`config.mk`:
```
export PLATFORM = sky130hd
export DESIGN_NAME = alu_ctrl_encode_stage
export DESIGN_NICKNAME = d
export VERILOG_FILES = /design/src/rtl/alu_ctrl_encode_stage.sv
export SDC_FILE = /design/constraint.sdc
export NUM_CORES = 1
export LEC_CHECK = 0
export CORE_AREA = 2 2 46 48
export DETAILED_ROUTE_END_ITERATION = 12
export DIE_AREA = 0 0 48 50
export PLACE_DENSITY = 0.84
export SLEW_MARGIN = 20
export SYNTH_ARGS = -nofsm -noshare
export SYNTH_HDL_FRONTEND = slang
export SYNTH_SLANG_ARGS = --single-unit
```
`constraint.sdc`:
```
create_clock -name clk -period 1.8 [get_ports clk]
set_input_delay 0.18 -clock clk [delete_from_list [all_inputs] [get_ports clk]]
set_output_delay 0.18 -clock clk [all_outputs]
set_load 0.03 [all_outputs]
```
`src/rtl/alu_ctrl_encode_stage.sv`:
```
// ID-side ALU control encoder registered into the ID/EX boundary.
// Stall holds the boundary, flush bubbles it, and undecodable opcodes are flagged.
module alu_ctrl_encode_stage #(
  parameter int INSTR_W        = 32,
  parameter bit STICKY_ILLEGAL = 1'b1
) (
  input  logic               clk,
  input  logic               reset_n,
  input  logic [INSTR_W-1:0] instr,
  input  logic               id_valid,
  input  logic               stall,
  input  logic               flush,
  output logic               ex_valid,
  output logic [2:0]         ex_cntrl,
  output logic               ex_alu_src_imm,
  output logic [1:0]         ex_imm_sel,
  output logic               ex_set_flags,
  output logic               ex_shift,
  output logic               ex_illegal,
  output logic               illegal_seen
);

  typedef struct packed {
    logic       legal;
    logic [2:0] cntrl;
    logic       src_imm;
    logic [1:0] imm_sel;
    logic       set_flags;
    logic       shift;
  } dec_t;

  localparam logic [2:0] CNTRL_PASS = 3'b000;
  localparam logic [2:0] CNTRL_ADD  = 3'b010;
  localparam logic [2:0] CNTRL_SUB  = 3'b011;
  localparam logic [2:0] CNTRL_AND  = 3'b100;
  localparam logic [2:0] CNTRL_XOR  = 3'b110;

  localparam logic [1:0] IMM_NONE  = 2'b00;
  localparam logic [1:0] IMM_12    = 2'b01;
  localparam logic [1:0] IMM_DADDR = 2'b10;

  // The longest LEGv8 opcode field is 11 bits, so only instr[31:21] matters.
  function automatic dec_t decode(input logic [10:0] op);
    dec_t d;
    d         = '0;
    d.legal   = 1'b1;
    d.cntrl   = CNTRL_PASS;
    d.imm_sel = IMM_NONE;
    casez (op)
      11'b1001000100?: begin d.cntrl = CNTRL_ADD; d.src_imm = 1'b1; d.imm_sel = IMM_12; end
      11'b10101011000: begin d.cntrl = CNTRL_ADD; d.set_flags = 1'b1; end
      11'b11101011000: begin d.cntrl = CNTRL_SUB; d.set_flags = 1'b1; end
      11'b10001010000: d.cntrl = CNTRL_AND;
      11'b11001010000: d.cntrl = CNTRL_XOR;
      11'b11111000010,
      11'b11111000000: begin d.cntrl = CNTRL_ADD; d.src_imm = 1'b1; d.imm_sel = IMM_DADDR; end
      11'b1101001101?: d.shift = 1'b1;
      11'b10110100???,
      11'b01010100???,
      11'b000101?????: d.cntrl = CNTRL_PASS;
      default:         d.legal = 1'b0;
    endcase
    return d;
  endfunction

  // ID stage: combinational decode
  dec_t dec_p0;
  logic unused_low_bits;

  assign dec_p0          = decode(instr[INSTR_W-1 -: 11]);
  assign unused_low_bits = ^instr[INSTR_W-12:0];

  // ID/EX boundary registers
  logic       vld_p1;
  logic [2:0] cntrl_p1;
  logic       src_imm_p1;
  logic [1:0] imm_sel_p1;
  logic       set_flags_p1;
  logic       shift_p1;
  logic       illegal_p1;
  logic       seen_p1;

  always_ff @(posedge clk or negedge reset_n) begin
    if (!reset_n) begin
      vld_p1       <= 1'b0;
      cntrl_p1     <= CNTRL_PASS;
      src_imm_p1   <= 1'b0;
      imm_sel_p1   <= IMM_NONE;
      set_flags_p1 <= 1'b0;
      shift_p1     <= 1'b0;
      illegal_p1   <= 1'b0;
      seen_p1      <= 1'b0;
    end else if (flush || !stall) begin
      if (flush || !id_valid || !dec_p0.legal) begin
        vld_p1       <= 1'b0;
        cntrl_p1     <= CNTRL_PASS;
        src_imm_p1   <= 1'b0;
        imm_sel_p1   <= IMM_NONE;
        set_flags_p1 <= 1'b0;
        shift_p1     <= 1'b0;
        illegal_p1   <= !flush && id_valid && !dec_p0.legal;
        if (!flush && id_valid && !dec_p0.legal) seen_p1 <= 1'b1;
      end else begin
        vld_p1       <= 1'b1;
        cntrl_p1     <= dec_p0.cntrl;
        src_imm_p1   <= dec_p0.src_imm;
        imm_sel_p1   <= dec_p0.imm_sel;
        set_flags_p1 <= dec_p0.set_flags;
        shift_p1     <= dec_p0.shift;
        illegal_p1   <= 1'b0;
      end
    end
  end

  assign ex_valid       = vld_p1;
  assign ex_cntrl       = cntrl_p1;
  assign ex_alu_src_imm = src_imm_p1;
  assign ex_imm_sel     = imm_sel_p1;
  assign ex_set_flags   = set_flags_p1;
  assign ex_shift       = shift_p1;
  assign ex_illegal     = illegal_p1;
  assign illegal_seen   = STICKY_ILLEGAL ? seen_p1 : illegal_p1;

endmodule

```
==> results of run 1 <==
metal layers:
| metal | vias up | share of wire (%) | track usage [%] |
|---|---|---|---|
| met5 | - | 0 | 0 |
| met4 | 0 | 0.37 | 6.31 |
| met3 | 2 | 7.9 | 1.10 |
| met2 | 45 | 49 | 25.6 |
| met1 | 310 | 43 | 19.8 |
| li1 | 328 | - | - |
cell type report:
type,instances,share of cell area [%]
repair buffers,36,32.6
multi-input cells,53,34.7
clock buffers,3,2.19
flip-flops and latches,11,26.8
well taps,27,3.28
clock inverters,1,0.487
cells by family after synthesis:
kind of cell / Yosys count / synth area share [%]
compound gates: 16 / 19.5
buf+inv: 1 / 0.590
flops: 11 / 43.3
simple gates: 37 / 36.6
power by group through the flow:
stage / sequential (mW) / combinational, mW / clock, mW
2_1_floorplan: 0.257 / 0.0272 / 0
3_3_place_gp: 0.254 / 0.0963 / 0
3_5_place_dp: 0.254 / 0.0985 / 0
4_1_cts: 0.249 / 0.0992 / 0.166
5_1_grt: 0.249 / 0.108 / 0.174
6_report: 0.249 / 0.0996 / 0.161
worst min-delay path by stage:
stage / startpoint / endpoint / depth (start not counted)
6_report: reset_n / ex_cntrl[1]$_DFFE_PN0P_ / 1
5_1_grt: reset_n / ex_cntrl[1]$_DFFE_PN0P_ / 1
4_1_cts: reset_n / ex_imm_sel[1]$_DFFE_PN0P_ / 1
3_5_place_dp: illegal_seen$_DFFE_PN0P_ / illegal_seen$_DFFE_PN0P_ / 1
3_3_place_gp: illegal_seen$_DFFE_PN0P_ / illegal_seen$_DFFE_PN0P_ / 1
2_1_floorplan: reset_n / ex_alu_src_imm$_DFFE_PN0P_ / 0
flip-flops by register name, summed over array words and instances, names as in the netlist:
name,cells
ex_valid,1
ex_cntrl,3
ex_alu_src_imm,1
ex_imm_sel,2
illegal_seen,1
ex_illegal,1
ex_set_flags,1
ex_shift,1
cells in the mapped netlist:
library cell,instances
and3b_1,1
and3_1,1
a22o_1,2
nand4_2,1
o31ai_1,2
nor3_1,1
nor4b_1,2
nand2_1,13
dfrtp_1,11
nor2b_1,2
or2_2,1
nand4_1,1
nor3b_1,1
o41a_1,1
and4_1,1
nand3_1,2
and4bb_2,1
nor4b_4,1
o221ai_2,2
clkbuf_1,1
a21o_1,1
nand3b_1,1
or2_1,1
a22oi_1,1
nand4b_1,1
nor2_1,3
nand2b_1,1
o21ai_0,7
and2_1,1
layout by cell type (no fill, tap or decap), types with 2 or more instances in the layout:
master and instances:
o221ai_2 2, clkdlybuf4s50_1 26, a22o_1 2, nor2b_1 2, nor4b_1 2, dfrtp_1 11, buf_4 10, nand2_1 13
nand3_1 2, o21ai_0 7, o31ai_1 2, clkbuf_4 3, nor2_1 3
==> metrics, run 1 <==
status=complete, no violations; final setup TNS=0 ns; pre-CTS setup slack=-0.0358 ns; largest net degree at the start of global routing=12; RSZ-0062 raised after global routing=no; number of global-route vias before repair=between 600 and 700; Longest Clk Path Bufs=2; synthesized instance count=65; final slew viol count=0; CP Max Fanout=5; Critical Path End=illegal_seen$_DFFE_PN0P_; WP buf/inv=1; Layout fillers=around 190; die width=about 48 um; CTS buffer count=3; Final Cell Area=a little over 1000 um^2; Iter 0 DRT Violations=9; Hold WC Path Type=in2async; peak supply drop=approximately 180 uV; worst flop-to-flop path startpoint=ex_cntrl[1]$_DFFE_PN0P_; H-tree levels=1; Area Overhead vs Synth=61.8%; layout cell share with drive strength beyond 1=between 10% and 20%; Setup crit end kind=flip-flop; Via density=about 5.2; Routed WL per cell=between 10 and 15 um; Setup Skew=0 ns; Static Leak=roughly 0.43 nW; delay-heaviest family, CP=simple AND/OR/NAND/NOR gates; final core utilization=between 50% and 60%; core outline area=around 1900 um^2; Worst Setup Slack, final=between 0.2 and 0.25 ns; reg2reg path depth=1; Initial Util=around a third; PnR Total Power=between 0.5 and 0.6 mW; DPL Wire Length=~1300 um; Final setup violation count=0; hold_ws=approximately 0.24 ns; DP Cell Count=roughly 130; antenna viol nets, final=0; Post-Syn Area=about 640 um^2; register share of total power=approximately half; synthesized net count=slightly above 100; final hold violations=0; worst-skew pair later-pin latency=approximately 0.27 ns; antenna violations before repair=0; die height=about 50 um; GRT Util Overall=~15%; clk slew on worst S/H paths=0.07 ns; CP Class=in2reg; Stages on worst setup path=6; Buffers on Ports=26; Slew @ Worst Pin=0.482 ns; Multi-input gate area=~360 um^2; crit-path cells=clkdlybuf4s50_1 > nor4b_1 > nand2b_1 > o221ai_2 > nor3_1 > or2_1; die footprint=around 2400 um^2; Clk pwr share=between 30% and 40%; GP Congestion=between 0.8 and 0.9; terminus of the critical flop-to-flop path=ex_cntrl[1]$_DFFE_PN0P_; Hold-fix buffers, CTS=0; root buffer cell=clkbuf_4; Final Critical Period=roughly 1.6 ns; Final #Nets=about 140; clock sinks=11; R2R Setup Slk=1.10 ns; dominant cells by area after synthesis=dfrtp_1 (43%), nand2_1 (7.7%), o21ai_0 (5.5%); synth warn=0; Slew headroom=between 60% and 70%; area leader, netlist=dfrtp_1; FF/Latch Area=275 um^2; max-cap violations=0; period utilization=about 90%; Setup Buffers After CTS=0; first-pass GRT wire length=around 2700 um; Synth top area share=a little over two fifths; Cell Pwr Density=about 500 nW/um^2; I/O pins=48; P_int=around 0.38 mW; Seq/Total Area, Yosys=between 40% and 50%; crit path DAT=1.75 ns; drc violations=0; synthesized flop and latch total=11; CTS tree=yes; Finished Layout Cells=~130; Sw Share=between 20% and 30%; Avg Inst Size Synth=9.78 um^2; maximum clock rate=between 600 and 700 MHz; Psw=between 0.1 and 0.15 mW; first drt pass iteration count=4; CP startpoint kind=input port; # rows=16; Required @ worst endpoint=slightly below 2 ns; count of different cell masters after synthesis=29; CP max stage delay=0.49 ns; GRT overflow=0; Slowest cell on crit path=clkdlybuf4s50_1; vias=around 700; CTS resizes=0; Logic pwr share=between 10% and 20%; antenna cells=0; CP startpoint=instr[24]; DRT Wirelength=1620 um; Placed Instance Area=1000 um^2
No activity file was read; power rests on OpenSTA's default activity.
==> run 2, diff against run 1 <==
--- a/config.mk
+++ b/config.mk
@@ -6,6 +6,7 @@
 export NUM_CORES = 1
 export LEC_CHECK = 0
 export CORE_AREA = 2 2 46 48
+export CTS_CLUSTER_DIAMETER = 200
 export DETAILED_ROUTE_END_ITERATION = 12
 export DIE_AREA = 0 0 48 50
 export PLACE_DENSITY = 0.84
==> results of run 2 <==
The final DEF is identical to that of run 1; final timing and power are the same.
